===== src/rtl/alu_share_arb.sv =====
// rtl/alu_share_arb.sv - round-robin arbiter sharing one combinational alu between two requesters
module alu_share_arb #(
    parameter int              DATA_W = 32,
    parameter int              OP_W   = 5,
    parameter logic [OP_W-1:0] NOP_OP = '0
) (
    input  logic              clk,
    input  logic              rstn,
    // requester 0
    input  logic              r0_valid,
    output logic              r0_ready,
    input  logic [OP_W-1:0]   r0_op,
    input  logic [DATA_W-1:0] r0_a,
    input  logic [DATA_W-1:0] r0_b,
    input  logic [DATA_W-1:0] r0_pc,
    output logic              r0_rvalid,
    input  logic              r0_rready,
    output logic [DATA_W-1:0] r0_c,
    output logic              r0_zero,
    // requester 1
    input  logic              r1_valid,
    output logic              r1_ready,
    input  logic [OP_W-1:0]   r1_op,
    input  logic [DATA_W-1:0] r1_a,
    input  logic [DATA_W-1:0] r1_b,
    input  logic [DATA_W-1:0] r1_pc,
    output logic              r1_rvalid,
    input  logic              r1_rready,
    output logic [DATA_W-1:0] r1_c,
    output logic              r1_zero,
    // shared alu
    output logic [OP_W-1:0]   alu_op,
    output logic [DATA_W-1:0] alu_a,
    output logic [DATA_W-1:0] alu_b,
    output logic [DATA_W-1:0] alu_pc,
    input  logic [DATA_W-1:0] alu_c,
    input  logic              alu_zero
);

    typedef enum logic [1:0] {
        IDLE = 2'd0,
        EXEC = 2'd1,
        RESP = 2'd2
    } state_t;

    state_t              state_q;
    logic                last_grant_q;
    logic                owner_q;
    logic [OP_W-1:0]     op_q;
    logic [DATA_W-1:0]   a_q;
    logic [DATA_W-1:0]   b_q;
    logic [DATA_W-1:0]   pc_q;
    logic [DATA_W-1:0]   c_q;
    logic                zero_q;

    logic                grant_valid;
    logic                grant_sel;
    logic                resp_fire;

    // Round-robin grant, only offered while idle and out of reset; a tie goes to
    // the port that did not win last time.
    always_comb begin
        grant_valid = 1'b0;
        grant_sel   = 1'b0;
        if (rstn && (state_q == IDLE)) begin
            if (r0_valid && r1_valid) begin
                grant_valid = 1'b1;
                grant_sel   = ~last_grant_q;
            end else if (r0_valid) begin
                grant_valid = 1'b1;
                grant_sel   = 1'b0;
            end else if (r1_valid) begin
                grant_valid = 1'b1;
                grant_sel   = 1'b1;
            end
        end
    end

    assign r0_ready  = grant_valid & ~grant_sel;
    assign r1_ready  = grant_valid &  grant_sel;

    // Response belongs to the owner only; the result registers are shared.
    assign r0_rvalid = rstn & (state_q == RESP) & ~owner_q;
    assign r1_rvalid = rstn & (state_q == RESP) &  owner_q;
    assign r0_c      = c_q;
    assign r1_c      = c_q;
    assign r0_zero   = zero_q;
    assign r1_zero   = zero_q;

    assign resp_fire = (state_q == RESP) & (owner_q ? r1_rready : r0_rready);

    // The alu only sees the latched operands while evaluating; otherwise a NOP.
    always_comb begin
        alu_op = NOP_OP;
        alu_a  = '0;
        alu_b  = '0;
        alu_pc = '0;
        if (state_q == EXEC) begin
            alu_op = op_q;
            alu_a  = a_q;
            alu_b  = b_q;
            alu_pc = pc_q;
        end
    end

    // Arbitration FSM: latch the winner, capture the alu result, hold it until consumed.
    always_ff @(posedge clk) begin
        if (!rstn) begin
            state_q      <= IDLE;
            last_grant_q <= 1'b1;
            owner_q      <= 1'b0;
            op_q         <= NOP_OP;
            a_q          <= '0;
            b_q          <= '0;
            pc_q         <= '0;
            c_q          <= '0;
            zero_q       <= 1'b0;
        end else begin
            case (state_q)
                IDLE: begin
                    if (grant_valid) begin
                        owner_q <= grant_sel;
                        op_q    <= grant_sel ? r1_op : r0_op;
                        a_q     <= grant_sel ? r1_a  : r0_a;
                        b_q     <= grant_sel ? r1_b  : r0_b;
                        pc_q    <= grant_sel ? r1_pc : r0_pc;
                        state_q <= EXEC;
                    end
                end
                EXEC: begin
                    c_q     <= alu_c;
                    zero_q  <= alu_zero;
                    state_q <= RESP;
                end
                RESP: begin
                    if (resp_fire) begin
                        last_grant_q <= owner_q;
                        state_q      <= IDLE;
                    end
                end
                default: begin
                    state_q <= IDLE;
                end
            endcase
        end
    end

endmodule


===== config.mk =====
export PLATFORM = sky130hd
export DESIGN_NAME = alu_share_arb
export DESIGN_NICKNAME = d
export VERILOG_FILES = /design/src/rtl/alu_share_arb.sv
export SDC_FILE = /design/constraint.sdc
export NUM_CORES = 1
export LEC_CHECK = 0
export CORE_AREA = 3 3 159 161
export CTS_BUF_LIST = sky130_fd_sc_hd__clkbuf_8
export DETAILED_ROUTE_END_ITERATION = 10
export DIE_AREA = 0 0 162 164
export PLACE_DENSITY = 0.64
export SETUP_SLACK_MARGIN = 0.02
export SYNTH_ARGS = -nofsm -noshare
export SYNTH_HDL_FRONTEND = slang
export SYNTH_SLANG_ARGS = --single-unit

===== constraint.sdc =====
create_clock -name clk -period 2.9 [get_ports clk]
set_input_delay 0.435 -clock clk [delete_from_list [all_inputs] [get_ports clk]]
set_output_delay 0.435 -clock clk [all_outputs]
set_load 0.02 [all_outputs]

==> summary by stage <==
Routing
Dividing the detail-routed via count by the number of cells gives 4.693. Wire segments on met2 add up to approximately 12000 µm in the final route. The detailed router used layers up to and including met4. The antenna violation net count after detailed routing is 0. The routed design has 25270 µm of wire.

The total number of vias is between 6000 and 7000. The met1 wire length is between 10000 and 15000 µm. The number of iterations in the first detailed-routing pass is 5. The DRC violation count after routing is 0.

The initial detailed-routing violation count is approximately 550. The per-cell routed wire length is 18.05 µm. The routed design uses between 1500 and 2000 µm of met3 wire.

Pwr
In this run the power density over the cells is 494.0 mW/mm². The fraction of power spent switching nets is 28.09%. The total leakage power is roughly 0.0043 µW. The combinational group share of total power is roughly 25%. The worst vdd rail ir drop is 0.0001964 V. Per report_power, the sequential group accounts for about two fifths of the total.

The share of total power in the clock network is around 34%. The cell internal power dissipation is between 3000 and 4000 µW. For this design the total switching power over the nets is approximately 1500 µW.

Yosys
The number of nets in the synthesized netlist is 965. The synthesized design contains around 140 register bits. Counting every instance in the synthesized netlist gives approximately 720. The average instance in the mapped netlist occupies just under 9 µm². The mapped netlist covers 0.006290 mm². The main flop type after synthesis is dfxtp_1. In the synthesized netlist the async set-or-reset flop fraction comes to 0%. The number of flops mapped to enable cells by yosys is 0. Counting distinct cell types in the post-synthesis netlist gives 27. Sequential cells were found to cover a little over two fifths of the synthesized design area. The count of synthesis-stage warnings from yosys is 0.

Placed design
At the placement stage, the worst setup path has a slack of around 0.20 ns. After detailed placement, the design holds a cell count of 1370. The placer congestion estimate is between 0.8 and 0.9.

After detailed placement, the total cell area comes to between 0.01 and 0.015 mm². Buffers placed on the I/O ports in this run total between 400 and 500. The half-perimeter wire length after detailed placement is around 18000 µm.

Cells and area
For this run, the post-layout net count is between 1000 and 1500. The share of post-route cells with drive strength above 1 is 5.112%. The number of cells in the finished layout apart from fillers is 1400. The final cell area excluding filler cells is around 0.011 mm².

From synthesis to final layout, the design area changed by 72.57%. 0 antenna diodes ended up in the layout.

CTS
The CTS clock-pin slew for the worst setup and hold paths is around 0.080 ns. The H-tree depth is 4. The TritonCTS clock tree is yes. Counting along the longest clock path gives a buffer depth of 2. The clock latency on the worst-skew pair is 0.43 ns.

For this design, the sink count on the clock tree is 138. TritonCTS created 17 clock buffers. The root buffer cell chosen for the clock tree is clkbuf_8. Post-CTS timing repair inserted 0 buffers for setup.

Run
Across the run, the number of max-cap violations was 0.

Global routing
The overflow left after global routing is 0. The number of antenna violations at the first check in global routing is 0. Entering global routing, the biggest net connects between 100 and 150 pins. The global router's overall resource usage is roughly 18%. The first global-routing pass estimated about 37000 µm of wire. The number of global-route vias before repair came to approximately 6200.

STA
Setup violations remaining at the end of the flow were counted as 0. The worst-case setup margin in the final layout is approximately 0.21 ns. The routed design could run at a clock period as short as 2.687 ns. The maximum operating frequency is roughly 370 MHz. The worst pin sits at a relative slew slack of between 40% and 50%. The number of hold violations in the final report is 0. At the pin with the least slew margin, the transition time is roughly 0.76 ns.

After routing, the total negative slack on setup checks comes to 0 ns. The final max-slew violation count is 0. For the final database, setup skew stands at roughly 0.013 ns. Setup repair after global routing left no endpoint under its margin. The final period utilization is a little over 90%.

Critical path
The required time of the critical path is ~2.5 ns. For the worst setup path, the data arrival time is approximately 2.3 ns. The largest individual stage delay along the critical path comes from the cell clkdlybuf4s50_1.

Along the worst path, the maximum fanout reaches slightly above 60. The largest single stage delay on the critical path is around 0.7 ns. The kind of critical path is reg2out.

The family of cells with the greatest summed delay on the critical path is buffers and inverters. Counting both buffers and inverters, the worst setup path holds a total of 2. The capturing element type of the critical path is a primary output. The critical path goes through nor2b_4 > buf_12 > and2_1 > clkdlybuf4s50_1. STA classifies the critical path startpoint as a flop.

Die
The number of rows in the core area is between 50 and 60. During I/O placement, the number of pins put on the boundary was 412. The die is around 160 µm wide. The area enclosed by the die boundary is around 0.027 mm².

The die is approximately 160 µm tall. The total area inside the core boundary comes to between 0.02 and 0.025 mm². The initial utilization of the core area, before any placement, comes to 26.09%.

Hold path
In this run the worst hold path is classified as reg2reg.

Run status
The flow ran to the end, and the final reports show no timing, DRC or antenna violations.
==> state kept, by name, summed over array words and instances, names as in the netlist <==
register,flops
op_q,5
r0_zero,1
owner_q,1
a_q,32
pc_q,32
state_q,2
last_grant_q,1
b_q,32
r0_c,32
==> cells in the mapped netlist (3+ instances only) <==
library cell / instances / area (µm²)
buf_1: 3 / 11.26
clkbuf_1: 40 / 150.1
and3_1: 77 / 481.7
nor2_1: 55 / 206.5
inv_1: 28 / 105.1
buf_6: 6 / 67.56
o32ai_1: 26 / 227.7
a221o_1: 75 / 750.7
a21oi_1: 63 / 315.3
buf_2: 20 / 100.1
dfxtp_1: 138 / 2763
buf_4: 34 / 255.2
and2_1: 75 / 469.2
nand2_1: 68 / 255.2
==> area by class of cell <==
cell class / count / area, µm²
clock buffers: 19 / 261.5
clock inverters: 11 / 195.2
fillers: 2395 / 13250
inverters: 29 / 108.9
multi-input cells: 454 / 2863
flip-flops and latches: 138 / 2764
well taps: 324 / 405.4
repair buffers: 425 / 4257
==> what timing repair did <==
action	4_1_cts	5_1_grt
endpoints found under the setup margin	0	17
hold buffers	0	0
resized for setup	0	2
==> placed cells by master, fill, tap and decap left out, types with 2 or more instances in the layout <==
cell	synthesis	layout
a221o_1	75	75
a21oi_1	63	63
and3_1	77	76
dfxtp_1	138	137
clkbuf_8	0	19
bufinv_16	0	5
clkdlybuf4s50_1	0	411
inv_1	28	28
clkinv_4	0	4
nor2_1	55	55
o21ai_0	2	2
and2_1	75	75
buf_4	34	11
clkinv_2	0	2
buf_12	0	3
o32ai_1	26	26
nand2_1	68	68
==> worst paths after layout <==
path	slack, ns	from	endpoint	cells after the start
min	0.46	a_q[10]	a_q[10]	2
min reg2reg	0.46	a_q[10]	a_q[10]	2
max	0.21	state_q[0]	alu_a[29]	4
max reg2reg	0.62	state_q[1]	pc_q[31]	5
==> routing by layer <==
layer,GRT usage (%),up-vias
met1,21.78,3067
met5,0,-
met3,5.498,30
met2,29.52,273
met4,5.933,0
li1,-,3200
==> stage by stage <==
step / utilization (%) / hold WS [ns] / power, µW
after detailed placement: 43.11 / 0.4546 / 3562
after floorplan: - / 0.4389 / 2878
final: 45.03 / 0.4648 / 5362
after CTS: 45.00 / 0.4675 / 5438
after global routing: 45.03 / 0.4845 / 5636
after global placement: 43.11 / 0.4476 / 3551
==> power by group through the flow <==
stage | registers (µW) | clock network (µW) | logic [µW]
2_1_floorplan | 2230 | 0 | 646
3_3_place_gp | 2230 | 0 | 1320
3_5_place_dp | 2230 | 0 | 1330
4_1_cts | 2190 | 1910 | 1340
5_1_grt | 2210 | 2000 | 1420
6_report | 2190 | 1850 | 1330
==> worst min-delay path, stage by stage, from the launching register on <==
cell and delay (ns):
dfxtp_1 0.30, inv_1 0.06, o32ai_1 0.06
==> cells by family (layout without fill, tap and decap cells) <==
logic type | count (synthesis) | after routing | share of synthesized area [%]
muxes | 1 | 1 | 0.1591
AOI/OAI and AO/OA | 171 | 171 | 21.48
DFF | 138 | 138 | 43.92
buffers and inverters | 132 | 484 | 11.02
and+or+nand+nor | 282 | 282 | 23.41
No activity file was read; power rests on OpenSTA's default activity.
